**config.mk**
```make
export PLATFORM = sky130hd
export DESIGN_NAME = i2s_rx
export DESIGN_NICKNAME = d
export VERILOG_FILES = /design/src/rtl/i2s_pkg.sv /design/src/rtl/i2s_slot_shift.sv /design/src/rtl/i2s_rx.sv
export SDC_FILE = /design/constraint.sdc
export NUM_CORES = 1
export LEC_CHECK = 0
export BUFFER_PORTS_ARGS = -buffer_cell sky130_fd_sc_hd__buf_2
export CORE_MARGIN = 10
export CORE_UTILIZATION = 38
export CTS_BUF_LIST = sky130_fd_sc_hd__clkbuf_4 sky130_fd_sc_hd__clkbuf_8
export DETAILED_ROUTE_END_ITERATION = 7
export GPL_TIMING_DRIVEN = 0
export PLACE_DENSITY_LB_ADDON = 0.1
export SLEW_MARGIN = 20
export SYNTH_ARGS = -nofsm -noshare
export SYNTH_HDL_FRONTEND = slang
export SYNTH_HIERARCHICAL = 1
export SYNTH_SLANG_ARGS = --single-unit
```
**constraint.sdc**
```tcl
create_clock -name i2s_ck -period 2.3 [get_ports i2s_ck]
set_input_delay 0.46 -clock i2s_ck [delete_from_list [all_inputs] [get_ports i2s_ck]]
set_output_delay 0.46 -clock i2s_ck [all_outputs]
set_load 0.1 [all_outputs]
```
**src/rtl/i2s_pkg.sv**
```systemverilog
// i2s_pkg: shared definitions for the I2S receiver.
//   CH_WIDTH_DEFAULT : default channel word width / nominal slot length (bits)
//   CNT_W_DEFAULT    : bit counter width for the default word width
//   ch_word_t        : channel word type at the default width
//   cnt_width()      : bit counter width for a given word width (counts 0..CH_WIDTH)
package i2s_pkg;

  localparam int CH_WIDTH_DEFAULT = 32;

  function automatic int cnt_width(input int ch_width);
    return $clog2(ch_width + 1);
  endfunction

  localparam int CNT_W_DEFAULT = $clog2(CH_WIDTH_DEFAULT + 1);

  typedef logic [CH_WIDTH_DEFAULT-1:0] ch_word_t;

endpackage

```
**src/rtl/i2s_slot_shift.sv**
```systemverilog
// i2s_slot_shift: MSB-first slot deserialiser.
// A saturating bit counter (0..CH_WIDTH) places each sampled bit at position
// CH_WIDTH-1-count. On a slot boundary the bit sampled on that edge becomes
// the MSB of the new slot and every other bit is cleared, so short slots
// leave zero LSBs and bits beyond CH_WIDTH are dropped.
// Ports:
//   clk           in   bit clock (rising edge)
//   rst           in   synchronous active-high reset
//   boundary      in   WS changed on this edge (start of a new slot)
//   sd            in   serial data bit sampled on this edge
//   slot_complete out  slot register; at a boundary it holds the completed word
module i2s_slot_shift
  import i2s_pkg::*;
#(
  parameter int CH_WIDTH = CH_WIDTH_DEFAULT
) (
  input  logic                clk,
  input  logic                rst,
  input  logic                boundary,
  input  logic                sd,
  output logic [CH_WIDTH-1:0] slot_complete
);

  localparam int CNT_W = cnt_width(CH_WIDTH);
  localparam logic [CNT_W-1:0]    CNT_MAX = CNT_W'(CH_WIDTH);
  localparam logic [CNT_W-1:0]    POS_TOP = CNT_W'(CH_WIDTH - 1);
  localparam logic [CH_WIDTH-1:0] LSB_ONE = CH_WIDTH'(1);

  logic [CNT_W-1:0]    cnt;
  logic [CH_WIDTH-1:0] sr;

  always_ff @(posedge clk) begin
    if (rst) begin
      sr  <= '0;
      cnt <= '0;
    end else if (boundary) begin
      sr  <= sd ? (LSB_ONE << POS_TOP) : '0;
      cnt <= CNT_W'(1);
    end else if (cnt != CNT_MAX) begin
      // register was cleared at the boundary, so OR-ing in the bit suffices
      if (sd) sr <= sr | (LSB_ONE << (POS_TOP - cnt));
      cnt <= cnt + CNT_W'(1);
    end
  end

  assign slot_complete = sr;

endmodule

```
**src/rtl/i2s_rx.sv**
```systemverilog
// i2s_rx: two-slot MSB-first serial audio receiver clocked by the bit clock.
// Presents both channel words in parallel with a one-cycle data_updated
// strobe per complete frame (WS=1 slot followed by WS=0 slot).
// Optional feature macro: I2S_RX_PHILIPS_DELAY_EN
//   undefined : left-justified framing, MSB sampled on the WS-change edge
//   defined   : Philips framing, WS delayed one extra stage (MSB one bit later)
// Ports:
//   i2s_ck         in   bit clock, the only clock (rising edge)
//   rst            in   synchronous active-high reset
//   i2s_ws         in   word select, 1 = first-channel slot, 0 = second
//   i2s_sd         in   serial data, MSB first
//   first_channel  out  last latched first-channel word
//   second_channel out  last latched second-channel word
//   data_updated   out  one-cycle pulse when both outputs were refreshed
module i2s_rx
  import i2s_pkg::*;
#(
  parameter int CH_WIDTH = CH_WIDTH_DEFAULT
) (
  input  logic                i2s_ck,
  input  logic                rst,
  input  logic                i2s_ws,
  input  logic                i2s_sd,
  output logic [CH_WIDTH-1:0] first_channel,
  output logic [CH_WIDTH-1:0] second_channel,
  output logic                data_updated
);

  logic ws_q;
  logic ws_cur;
  logic ws_prev;

`ifdef I2S_RX_PHILIPS_DELAY_EN
  logic ws_qq;

  always_ff @(posedge i2s_ck) begin
    if (rst) begin
      ws_q  <= 1'b0;
      ws_qq <= 1'b0;
    end else begin
      ws_q  <= i2s_ws;
      ws_qq <= ws_q;
    end
  end

  // one bit clock of extra WS delay lines the boundary up with the MSB
  assign ws_cur  = ws_q;
  assign ws_prev = ws_qq;
`else
  always_ff @(posedge i2s_ck) begin
    if (rst) ws_q <= 1'b0;
    else     ws_q <= i2s_ws;
  end

  assign ws_cur  = i2s_ws;
  assign ws_prev = ws_q;
`endif

  logic                boundary;
  logic                ws_rise;
  logic                ws_fall;
  logic [CH_WIDTH-1:0] slot_complete;
  logic [CH_WIDTH-1:0] first_hold;
  logic                armed;

  assign boundary = ws_cur ^ ws_prev;
  assign ws_rise  = ws_cur & ~ws_prev;
  assign ws_fall  = ~ws_cur & ws_prev;

  i2s_slot_shift #(
    .CH_WIDTH(CH_WIDTH)
  ) u_slot_shift (
    .clk          (i2s_ck),
    .rst          (rst),
    .boundary     (boundary),
    .sd           (i2s_sd),
    .slot_complete(slot_complete)
  );

  // The first 0->1 boundary after reset only arms: the slot before it is a
  // partial or idle one, so nothing is reported for it.
  always_ff @(posedge i2s_ck) begin
    if (rst) begin
      first_hold     <= '0;
      first_channel  <= '0;
      second_channel <= '0;
      data_updated   <= 1'b0;
      armed          <= 1'b0;
    end else begin
      data_updated <= 1'b0;
      if (ws_fall) first_hold <= slot_complete;
      if (ws_rise) begin
        if (armed) begin
          first_channel  <= first_hold;
          second_channel <= slot_complete;
          data_updated   <= 1'b1;
        end
        armed <= 1'b1;
      end
    end
  end

endmodule

```
# After elaboration in Yosys (flattened, before gate mapping)
# Cells that the tools add are included.
dict set report classes {
  muxes 7
  n_bitwise 7
  addsub 2
  eq_ne 1
  shifts 1
  reduce_logical 6
}
# op n
set op_table {}
lappend op_table {{$mux 32} 4}
lappend op_table {{$or 32x32->32} 1}
lappend op_table {{$shl 1x6->32 const A} 1}
lappend op_table {{$add 6x1->6 const B} 1}
lappend op_table {{$ne 6x6->1 const B} 1}
lappend op_table {{$sub 5x6->6 const A} 1}
lappend op_table {{$reduce_and 2->1} 2}
lappend op_table {{$reduce_bool 2->1} 2}
lappend op_table {{$reduce_or 2->1} 2}
lappend op_table {{$mux 1} 3}
lappend op_table {{$not 1->1} 3}
lappend op_table {{$and 1x1->1} 2}
lappend op_table {{$xor 1x1->1} 1}
dict set report word_totals {
  reg_bits 137
  word_cells 33
  in_bits 4
  output_inout_bits 65
}

# Longest topological paths before layout
# Gate-level depths: netlist of run 1.
dict set report depth {
  word_depth 6
  depth_mapped 8
  ltp_nobuf 6
}

# Modules after synthesis
# Netlist of run 1, hierarchy kept.
# module instances cells_each seq_area_each_um2 area_each_um2
set by_module_without_submodules {}
lappend by_module_without_submodules {i2s_rx 1 409 1981.9 3985.1}
lappend by_module_without_submodules {i2s_slot_shift 1 163 760.7 1472.7}

# Worst setup path after synthesis of run 1
# Ideal clock, no wire load.
dict set report synth_path {
  path_kind {in2reg}
  startpoint {input i2s_ws}
  endpoint {register u_slot_shift.sr[29] (netlist: u_slot_shift/slot_complete[29])}
  t_arrival_ps 1667
  slack_ps 565
  t_required_ps 2232
  setup_ps 68
  n_path_buf 1
  path_stages 7
  path_cell_list {inv_1 > ha_1 > inv_1 > or2_1 > buf_6 > or3_4 > o21ai_2}
}
dict set report synth_via {
  elab_chain_len 3
  elab_cells_between_ends 5
  cone_classes {mux (1); bitwise (1); reduce/logical (3)}
}
# item line
set synth_rtl {}
lappend synth_rtl {{start, declared} i2s_rx.sv:22} ;# input logic i2s_ws,
lappend synth_rtl {{$xor 1x1->1 *} i2s_rx.sv:66} ;# assign boundary = ws_cur ^ ws_prev;
lappend synth_rtl {{named net boundary} i2s_rx.sv:59} ;# logic boundary;
lappend synth_rtl {{$reduce_bool 2->1 (no line)} --}
lappend synth_rtl {{$reduce_and 2->1 (no line)} --}
lappend synth_rtl {{end signal, assigned} i2s_slot_shift.sv:37} ;# sr <= sd ? (LSB_ONE << POS_TOP) : '0;
lappend synth_rtl {{end signal, assigned} i2s_slot_shift.sv:41} ;# if (sd) sr <= sr | (LSB_ONE << (POS_TOP - cnt));
lappend synth_rtl {{end, declared} i2s_slot_shift.sv:30} ;# logic [CH_WIDTH-1:0] sr;
# The timed path passes the listed nets; every way through them passes the cells marked *.
# A chain may end at the register's enable or synchronous reset.

# Worst setup path in the final report of run 1
dict set report layout_path {
  startpoint {register ws_q (netlist: ws_prev)}
  endpoint {register u_slot_shift.sr[25] (netlist: u_slot_shift/slot_complete[25])}
}
dict set report layout_via {
  elab_chain_len 3
  elab_cells_between_ends 5
  cone_classes {mux (1); bitwise (1); reduce/logical (3)}
}
# item line
set layout_rtl {}
lappend layout_rtl {{start, declared} i2s_rx.sv:29} ;# logic ws_q;
lappend layout_rtl {{start signal, assigned} i2s_rx.sv:52} ;# else ws_q <= i2s_ws;
lappend layout_rtl {{$xor 1x1->1 *} i2s_rx.sv:66}
lappend layout_rtl {{named net boundary} i2s_rx.sv:59}
lappend layout_rtl {{$reduce_bool 2->1 (no line)} --}
lappend layout_rtl {{$reduce_and 2->1 (no line)} --}
# Marks and branches as above.

==> run summary, run 1 <==
Busiest grt layer: met2
Crit-path max FO: 10
GRT Resource Usage Total: 0.149
WL/cell: 17.0 microns
Drt drc: 0
Syn avg cell area: 9.54 sq um
Mapped cell area: 0.00546 sq mm
CP startpoint kind: flip-flop
FF-to-FF Start: ws_prev$_SDFF_PP0_
Post-CTS sizing: 0
Clock Path Buffers: 2
Peak supply drop: 0.362 mV
Top-area cell type share of the netlist area: 0.503
Die outline width: 140 microns
Final Hold Vio Count: 0
Fmax: 0.528 GHz
Core area: 0.0140 sq mm
Worst hold path class: input pin to flip-flop
Setup bufs post-CTS: 0
Post-CTS Hold Buffers: 0
Met3 Usage GRT: 0.0429
Synthesis-stage register bit count: 137
Worst slew margin: 0.614
First-pass GRT wire length: 23,400 microns
Register area share after synthesis: 0.503
Hold path endpoint: u_slot_shift/slot_complete[31]$_SDFFE_PP0P_
Final setup viols: 0
Tightest Pin Transition: 577 ps
Die height: 140 microns
RSZ-0062 raised after global routing: false
Overflow after GRT: 0
# IOs: 69
H-tree Lvls: 4
Vias/cell: 5.08
Clock-pin transition on the worst setup and hold timing paths: 70 ps
GRT met2 Usage: 0.260
Netlist cell types: 33
R2R depth: 6
ANT cells: 0
Period Utilization, post-route: 0.823
Power per cell area: 720 mW/mm^2
Max-slew violations: 0
Detailed Place HPWL: 11,100 microns
Final core occ: 0.459
Hold depth: 2
Clock Root Buffer: clkbuf_8
Leading cell types in the layout, fill and taps excluded: dfxtp_1 (137), buf_2 (99), nand3_1 (73)
Cell count after synthesis: 572
Number of global-route vias before repair: 4,368
Largest net degree at the start of global routing: 17
Max-capacitance violation count: 0
Commonest non-fill, non-tap cell in the layout: dfxtp_1
Lkg Pwr: 2.57 nW
Fillers: 1,392
Vias: 4,329
Met1 GRT Util: 0.172
Crit. End Element: flip-flop
Setup TNS: 0 ps
Final net count: 672
1st-pass router iterations: 5
Area growth from synthesis to layout: 17.6%
IO Port Bufs: 68
Final min period: 1890 ps
Final ANT Viol Nets: 0
Req. time, crit path: 2660 ps
Status: completed
HP Start: rst
Initial drt markers: 203
Initial Util: 0.390
Worst setup path category: flip-flop to flip-flop
# clock sinks: 137
Routed Wire Length: 14,500 microns
Die ar.: 0.0196 sq mm
Final Skew: 8.61 ps
TritonCTS clock tree: yes
# rows: 43
Synthesized net count: 585
GPL Wtd Cong: 0.850
Total Power: 4.62 mW
RR Endpoint: u_slot_shift/slot_complete[25]$_SDFFE_PP0P_
Initial antenna violation count: 0
Share of layout cells above drive strength 1: 0.256
Top cells by area, synth: dfxtp_1 (50%), nand3_1 (6.7%), a21bo_1 (6.4%), a21oi_1 (6.1%), mux2i_1 (6.1%)
CTS buffer count: 17
Critical Path AT: 2260 ps
Worst skew pair latency: 440 ps
Reg2Reg Setup Slack: 410 ps
Area leader, netlist: dfxtp_1
YS warnings: 6
==> state kept, by name (all words and copies together), names as in the netlist <==
name and count:
u_slot_shift/cnt 6, first_hold 32, second_channel 32, ws_prev 1, armed 1, data_updated 1, first_channel 32, u_slot_shift/slot_complete 32
==> worst max-delay path, stage by stage (launching register included) <==
cell      delay (ps)
dfxtp_1          320
ha_1             330
inv_1            110
nor2_1           440
clkbuf_1         420
nand2_1          100
o21ai_0           90
==> area by class of cell <==
type | count | area [sq um] | share of cell area
tap | 180 | 225 | 0.0351
multi-input combinational | 376 | 2430 | 0.378
inverter | 7 | 26.3 | 0.00409
timing repair buffer | 68 | 340 | 0.0530
buffer | 52 | 260 | 0.0405
clock inverter | 7 | 63.8 | 0.00994
sequential | 137 | 2740 | 0.427
clock buffer | 25 | 332 | 0.0517
==> power breakdown <==
group          total [mW]  internal [mW]  switching [mW]
Clock                1.93           1.04           0.888
Sequential           2.40           2.38          0.0152
Combinational       0.291         0.0734           0.217
==> routing by layer <==
layer  wire length, microns  share of wire
met1                   6380           0.44
met2                   7490           0.52
met5                      0              0
met4                    161          0.011
met3                    499          0.034
==> logic make-up (layout without fill, tap and decap cells) <==
kind of cell / count (synthesis) / in the layout / synth area share
simple gates: 167 / 167 / 0.140
buf+inv: 59 / 159 / 0.0525
compound gates: 165 / 165 / 0.221
flops: 137 / 137 / 0.503
xor+xnor: 2 / 2 / 0.00321
mux: 33 / 33 / 0.0605
fa+ha+maj: 9 / 9 / 0.0206
==> per-stage QoR <==
step                      cells  setup WS (ps)  hold WS, ps  instance area (sq um)
after CTS                   852            408          201                   6420
after global placement      820            128          464                   6020
final                       852            408          235                   6420
after global routing        852            218          240                   6420
after detailed placement    820            107          473                   6020
after floorplan             572            565          443                   5460
==> Yosys cell counts <==
library cell	count
dfxtp_1	137
nand3_1	73
a21oi_1	66
nor2_1	52
a21bo_1	35
mux2i_1	33
buf_2	31
a21bo_2	29
nand2_1	26
o21ai_0	16
clkbuf_1	14
ha_1	9
inv_1	7
a41oi_1	6
a31oi_1	5
nor2b_1	5
o21ai_2	5
buf_4	3
buf_1	2
buf_6	2
nor3_1	2
or2_1	2
xor2_1	2
a211oi_1	1
a311oi_1	1
a31o_2	1
and3_1	1
nand2b_1	1
nor4_1	1
or3_1	1
or3_4	1
or3b_1	1
or4_1	1
==> how the worst max path moves through the flow <==
stage	startpoint	endpoint	slack (ps)	depth (start not counted)
2_1_floorplan	i2s_ws	u_slot_shift/slot_complete[29]$_SDFFE_PP0P_	570	7
3_3_place_gp	i2s_ws	u_slot_shift/slot_complete[30]$_SDFFE_PP0P_	130	8
3_5_place_dp	i2s_ws	u_slot_shift/slot_complete[2]$_SDFFE_PP0P_	110	8
4_1_cts	ws_prev$_SDFF_PP0_	u_slot_shift/slot_complete[25]$_SDFFE_PP0P_	410	6
5_1_grt	ws_prev$_SDFF_PP0_	u_slot_shift/slot_complete[29]$_SDFFE_PP0P_	220	6
6_report	ws_prev$_SDFF_PP0_	u_slot_shift/slot_complete[25]$_SDFFE_PP0P_	410	6
Note: power is estimated with default switching activity, not from simulation.
==> inputs of run 2 (changes only) <==
==> constraint.sdc (replaced) <==
create_clock -name i2s_ck -period 1.6 [get_ports i2s_ck]
set_input_delay 0.32 -clock i2s_ck [delete_from_list [all_inputs] [get_ports i2s_ck]]
set_output_delay 0.32 -clock i2s_ck [all_outputs]
set_load 0.1 [all_outputs]
==> run summary, run 2 (synthesized netlist as in run 1, its figures left out) <==
Fillers: 1,383 (was 1,392)
Period Utilization, post-route: 0.964 (was 0.823)
Clock Root Buffer: clkbuf_8 (unchanged)
Final setup viols: 0 (unchanged)
Area growth from synthesis to layout: 18.2% (was 17.6%)
Drt drc: 0 (unchanged)
R2R depth: 5 (was 6)
H-tree Lvls: 4 (unchanged)
Post-CTS Hold Buffers: 0 (unchanged)
Worst setup path endpoint: u_slot_shift/slot_complete[14]$_SDFFE_PP0P_ (was u_slot_shift/slot_complete[25]$_SDFFE_PP0P_)
RR Endpoint: u_slot_shift/slot_complete[14]$_SDFFE_PP0P_ (was u_slot_shift/slot_complete[25]$_SDFFE_PP0P_)
# clock sinks: 137 (unchanged)
Final core occ: 0.461 (was 0.459)
WL/cell: 17.0 microns (about the same)
Worst hold margin: 135 ps (was 235 ps)
Commonest non-fill, non-tap cell in the layout: dfxtp_1 (unchanged)
1st-pass router iterations: 4 (was 5)
Crit. End Element: flip-flop (unchanged)
Power per cell area: 1030 mW/mm^2 (was 720 mW/mm^2)
Worst skew pair latency: 440 ps (about the same)
CTS buffer count: 17 (unchanged)
Worst slew margin: 0.604 (was 0.614)
Initial antenna violation count: 0 (unchanged)
Final Skew: 9.72 ps (was 8.61 ps)
Setup bufs post-CTS: 0 (unchanged)
Vias/cell: 5.12 (was 5.08)
GPL Wtd Cong: 0.850 (unchanged)
Req. time, crit path: 1980 ps (was 2660 ps)
Vias: 4,351 (was 4,329)
Detailed Place HPWL: 11,100 microns (unchanged)
ANT cells: 0 (unchanged)
Final ANT Viol Nets: 0 (unchanged)
# rows: 43 (unchanged)
GRT Resource Usage Total: 0.149 (unchanged)
Routed Wire Length: 14,500 microns (about the same)
RSZ-0062 raised after global routing: false (unchanged)
Crit path cell chain: ha_4 -> inv_2 -> or2_4 -> or3_4 -> o21ai_2 (was ha_1 -> inv_1 -> nor2_1 -> clkbuf_1 -> nand2_1 -> o21ai_0)
Die height: 140 microns (unchanged)
First-pass GRT wire length: 23,400 microns (about the same)
Tightest Pin Transition: 591 ps (was 577 ps)
Share of layout cells above drive strength 1: 0.269 (was 0.256)
Leading cell types in the layout, fill and taps excluded: dfxtp_1 (135), buf_2 (93), nand3_1 (73) (was dfxtp_1 (137), buf_2 (99), nand3_1 (73))
Final min period: 1540 ps (was 1890 ps)
Delay-heaviest family, CP: simple AND/OR/NAND/NOR gates (unchanged)
CP startpoint kind: flip-flop (unchanged)
Fmax: 0.648 GHz (was 0.528 GHz)
Max-capacitance violation count: 0 (unchanged)
Die ar.: 0.0196 sq mm (unchanged)
IO Port Bufs: 68 (unchanged)
Initial Util: 0.390 (unchanged)
TritonCTS clock tree: yes (unchanged)
Final net count: 669 (was 672)
Critical path startpoint: ws_prev$_SDFF_PP0_ (unchanged)
Critical path's largest stage delay: 390 ps (was 440 ps)
Status: completed (unchanged)
WP depth: 5 (was 6)
Core area: 0.0140 sq mm (unchanged)
Die outline width: 140 microns (unchanged)
Overflow after GRT: 0 (unchanged)
Crit-path max FO: 7 (was 10)
Worst setup path category: flip-flop to flip-flop (unchanged)
Max-slew violations: 0 (unchanged)
Lkg Pwr: 2.57 nW (about the same)
Largest net degree at the start of global routing: 17 (unchanged)
Number of global-route vias before repair: 4,352 (was 4,368)
# IOs: 69 (unchanged)
Worst path slowest cell: or3_4 (was nor2_1)
Worst path bufs/invs: 1 (was 2)
Peak supply drop: 0.519 mV (was 0.362 mV)
Clock-pin transition on the worst setup and hold timing paths: 70 ps (about the same)
Initial drt markers: 213 (was 203)
Clock Path Buffers: 2 (unchanged)
Reg2Reg Setup Slack: 60 ps (was 410 ps)
Worst hold path class: input pin to flip-flop (unchanged)
FF-to-FF Start: ws_prev$_SDFF_PP0_ (unchanged)
HP Start: rst (unchanged)
Critical Path AT: 1920 ps (was 2260 ps)
Final Hold Vio Count: 0 (unchanged)
==> run 2: metal layers <==
| metal | part of all wire | routed length [microns] | GRT usage | up-vias |
|---|---|---|---|---|
| met5 | 0 | 0 | 0 | - |
| met4 | 0.013 | 192 | 0.0418 | 0 |
| met3 | 0.040 | 578 | 0.0429 | 14 |
| met2 | 0.51 | 7420 | 0.260 | 69 |
| met1 | 0.43 | 6280 | 0.173 | 2100 |
| li1 | - | - | - | 2168 |
==> run 2: stage by stage <==
| step | TNS (ps) | instance area [sq um] | total power [mW] | std cells | setup WS, ps |
|---|---|---|---|---|---|
| after floorplan | 0 | 5460 | 3.82 | 572 | 5.35 |
| after global placement | -11260 | 6020 | 3.94 | 820 | -432 |
| after detailed placement | -11900 | 6020 | 3.94 | 820 | -453 |
| after CTS | 0 | 6430 | 6.72 | 850 | 15.6 |
| after global routing | 0 | 6450 | 6.91 | 849 | 0.285 |
| final | 0 | 6450 | 6.65 | 849 | 57.8 |
==> run 2: timing repair <==
item                       4_1_cts  5_1_grt
gates resized for setup         10        8
setup endpoints to repair       33       41
pin swaps                        4        2
==> run 2: power by group <==
part / internal (mW) / total, mW / switching [mW]
combinational: 0.116 / 0.434 / 0.318
clock: 1.50 / 2.77 / 1.27
sequential: 3.43 / 3.45 / 0.0226
total: 5.04 / 6.65 / 1.61
==> run 2: layout make-up <==
type / instances / area, sq um / area share
clock buffer: 25 / 332 / 0.0514
tap: 180 / 225 / 0.0349
clock inverter: 7 / 63.8 / 0.00989
sequential: 137 / 2750 / 0.426
multi-input combinational: 376 / 2470 / 0.382
timing repair buffer: 68 / 343 / 0.0532
buffer: 49 / 249 / 0.0386
inverter: 7 / 26.3 / 0.00407
==> run 2: how the worst min path moves through the flow <==
stage	to	slack (ps)	cells after the start
after floorplan	u_slot_shift/slot_complete[31]$_SDFFE_PP0P_	390	1
after global placement	first_channel[24]$_SDFFE_PP0P_	460	2
after detailed placement	first_channel[24]$_SDFFE_PP0P_	470	2
after CTS	u_slot_shift/slot_complete[31]$_SDFFE_PP0P_	80	2
after global routing	u_slot_shift/slot_complete[31]$_SDFFE_PP0P_	130	2
final	u_slot_shift/slot_complete[31]$_SDFFE_PP0P_	130	2
==> run 2: worst reg2reg max path: stages (launching register included) <==
cell and delay (ps):
dfxtp_2 340, ha_4 280, inv_2 70, or2_4 270, or3_4 400, o21ai_2 120
==> inputs of run 3 (changes only) <==
--- a/config.mk
+++ b/config.mk
@@ -7,11 +7,13 @@
 export LEC_CHECK = 0
 export BUFFER_PORTS_ARGS = -buffer_cell sky130_fd_sc_hd__buf_2
 export CORE_MARGIN = 10
-export CORE_UTILIZATION = 38
+export CORE_UTILIZATION = 51
 export CTS_BUF_LIST = sky130_fd_sc_hd__clkbuf_4 sky130_fd_sc_hd__clkbuf_8
 export DETAILED_ROUTE_END_ITERATION = 7
+export GPL_ROUTABILITY_DRIVEN = 1
 export GPL_TIMING_DRIVEN = 0
 export PLACE_DENSITY_LB_ADDON = 0.1
+export SETUP_SLACK_MARGIN = 0.4
 export SLEW_MARGIN = 20
 export SYNTH_ARGS = -nofsm -noshare
 export SYNTH_HDL_FRONTEND = slang
==> run summary, run 3 (synthesized netlist as in run 1, its figures left out) <==
Initial Util: 0.526 (was 0.390)
Worst skew pair latency: 470 ps (was 440 ps)
Lkg Pwr: 3.34 nW (was 2.57 nW)
Power per cell area: 817 mW/mm^2 (was 1030 mW/mm^2)
Worst hold path class: input pin to flip-flop (unchanged)
# IOs: 69 (unchanged)
First-pass GRT wire length: 27,500 microns (was 23,400 microns)
Initial antenna violation count: 1 (was 0)
Crit path cell chain: buf_4 -> inv_4 -> ha_4 -> buf_12 -> buf_16 -> buf_12 -> buf_16 -> nand3_1 -> a21oi_1 (was ha_4 -> inv_2 -> or2_4 -> or3_4 -> o21ai_2)
Delay-heaviest family, CP: buffers and inverters (was simple AND/OR/NAND/NOR gates)
Crit. End Element: flip-flop (unchanged)
Worst slew margin: 0.369 (was 0.604)
Met3 Usage GRT: 0.0643 (was 0.0429)
Die height: 123 microns (was 140 microns)
Max-capacitance violation count: 0 (unchanged)
1st-pass router iterations: 5 (was 4)
Sw power: 2.06 mW (was 1.61 mW)
Critical path's largest stage delay: 340 ps (was 390 ps)
Vias/cell: 6.62 (was 5.12)
Fillers: 297 (was 1,383)
Final ANT Viol Nets: 0 (unchanged)
WL/cell: 28.9 microns (was 17.0 microns)
RSZ-0062 raised after global routing: true (was false)
Commonest non-fill, non-tap cell in the layout: buf_12 (was dfxtp_1)
Crit-path max FO: 6 (was 7)
Number of global-route vias before repair: 5,026 (was 4,352)
Die outline width: 123 microns (was 140 microns)
Req. time, crit path: 1960 ps (was 1980 ps)
Tightest Pin Transition: 947 ps (was 591 ps)
Period Utilization, post-route: 1.05 (was 0.964)
Peak supply drop: 0.688 mV (was 0.519 mV)
GRT met2 Usage: 0.389 (was 0.260)
Final core occ: 0.924 (was 0.461)
HP Start: rst (unchanged)
Internal power: 5.78 mW (was 5.04 mW)
Fmax: 0.594 GHz (was 0.648 GHz)
# rows: 37 (was 43)
Met1 GRT Util: 0.278 (was 0.173)
TritonCTS clock tree: yes (unchanged)
Hold path endpoint: u_slot_shift/slot_complete[31]$_SDFFE_PP0P_ (unchanged)
Busiest grt layer: met2 (unchanged)
Area growth from synthesis to layout: 75.6% (was 18.2%)
RR Endpoint: first_channel[30]$_SDFFE_PP0P_ (was u_slot_shift/slot_complete[14]$_SDFFE_PP0P_)
Final setup margin: -83.2 ps (was 57.8 ps)
Hold depth: 2 (unchanged)
Final Hold Vio Count: 0 (unchanged)
Core area: 0.0104 sq mm (was 0.0140 sq mm)
Routed Wire Length: 24,900 microns (was 14,500 microns)
Largest net degree at the start of global routing: 17 (unchanged)
CP startpoint kind: flip-flop (unchanged)
H-tree Lvls: 4 (unchanged)
Post-CTS Hold Buffers: 0 (unchanged)
GRT Resource Usage Total: 0.234 (was 0.149)
Critical Path AT: 2040 ps (was 1920 ps)
CTS buffer count: 17 (unchanged)
Leading cell types in the layout, fill and taps excluded: buf_12 (78), dfxtp_1 (69), dfxtp_2 (66) (was dfxtp_1 (135), buf_2 (93), nand3_1 (73))
Final net count: 724 (was 669)
Reg2Reg Setup Slack: -80 ps (was 60 ps)
Worst setup path category: flip-flop to flip-flop (unchanged)
GPL Wtd Cong: 0.894 (was 0.850)
Sequential share of power: 0.441 (was 0.518)
Share of layout cells above drive strength 1: 0.642 (was 0.269)
IO Port Bufs: 68 (unchanged)
Final Skew: 17.3 ps (was 9.72 ps)
Clock-pin transition on the worst setup and hold timing paths: 70 ps (about the same)
Clock Root Buffer: clkbuf_8 (unchanged)
Initial drt markers: 665 (was 213)
Worst path bufs/invs: 6 (was 1)
Final setup viols: 13 (was 0)
Gate power share: 0.133 (was 0.065)
Overflow after GRT: 0 (unchanged)
Detailed Place HPWL: 10,600 microns (was 11,100 microns)
Worst path slowest cell: dfxtp_2 (was or3_4)
Multi-input combinational cell area: 0.00348 sq mm (was 0.00247 sq mm)
Clock Power Share: 0.426 (was 0.417)
Place WS: -247 ps (was -453 ps)
Failing checks: negative setup slack
Die ar.: 0.0152 sq mm (was 0.0196 sq mm)
Clock Path Buffers: 2 (unchanged)
Final min period: 1680 ps (was 1540 ps)
# clock sinks: 137 (unchanged)
Drt drc: 0 (unchanged)
FF-to-FF Start: ws_prev$_SDFF_PP0_ (unchanged)
Switch share: 0.263 (was 0.242)
Status: finished with violations (was completed)
R2R depth: 9 (was 5)
FF/Latch Area: 0.00283 sq mm (was 0.00275 sq mm)
Max-slew violations: 0 (unchanged)
Vias: 5,700 (was 4,351)
==> run 3: power groups by stage <==
stage / clock network [mW] / registers (mW) / logic (mW)
after global routing: 3.43 / 3.45 / 1.07
after detailed placement: 0 / 3.53 / 0.452
after CTS: 3.23 / 3.45 / 0.720
after global placement: 0 / 3.53 / 0.442
final: 3.34 / 3.45 / 1.04
after floorplan: 0 / 3.53 / 0.329
==> run 3: metal layers <==
| layer | share of wire | wire length [microns] |
|---|---|---|
| met1 | 0.35 | 8800 |
| met2 | 0.48 | 12000 |
| met3 | 0.091 | 2250 |
| met4 | 0.073 | 1810 |
| met5 | 0 | 0 |
==> run 3: per-stage QoR <==
| step | setup TNS, ps | power (mW) | cell area [sq um] | hold slack (ps) | std cells |
|---|---|---|---|---|---|
| 2_1_floorplan | 0 | 3.86 | 5660 | 393 | 572 |
| 3_3_place_gp | -3610 | 3.97 | 6170 | 458 | 776 |
| 3_5_place_dp | -4290 | 3.98 | 6170 | 466 | 776 |
| 4_1_cts | 0 | 7.39 | 8360 | 109 | 841 |
| 5_1_grt | -910 | 7.95 | 9580 | 144 | 860 |
| 6_report | -390 | 7.83 | 9580 | 127 | 861 |
==> run 3: what timing repair did <==
| item | in CTS | in global routing |
|---|---|---|
| endpoints found under the setup margin | 198 | 198 |
| setup buffers | 22 | 13 |
| gates resized for setup | 361 | 213 |
| hold endpoints to repair | 0 | 0 |
| pin swaps | 30 | 58 |
| gates cloned | 11 | 6 |
==> run 3: layout make-up <==
cell class | count | share of cell area
Sequential cell | 137 | 0.296
Tap cell | 136 | 0.0178
Buffer | 52 | 0.0550
Clock inverter | 7 | 0.0145
Timing Repair Buffer | 120 | 0.216
Clock buffer | 25 | 0.0326
Antenna cell | 1 | 0.000261
Inverter | 7 | 0.00535
Multi-Input combinational cell | 376 | 0.363
==> run 3: worst max-delay path by stage <==
stage                                                start                                           to  slack, ps  cells past startpoint
after global placement                              i2s_ws  u_slot_shift/slot_complete[13]$_SDFFE_PP0P_       -230                      8
after floorplan                                     i2s_ws  u_slot_shift/slot_complete[29]$_SDFFE_PP0P_         50                      7
after CTS                               ws_prev$_SDFF_PP0_  u_slot_shift/slot_complete[30]$_SDFFE_PP0P_         40                      6
final                                   ws_prev$_SDFF_PP0_               first_channel[30]$_SDFFE_PP0P_        -80                      9
after global routing      u_slot_shift/cnt[2]$_SDFFE_PP0P_  u_slot_shift/slot_complete[12]$_SDFFE_PP0P_       -130                      6
after detailed placement                            i2s_ws  u_slot_shift/slot_complete[30]$_SDFFE_PP0P_       -250                      8
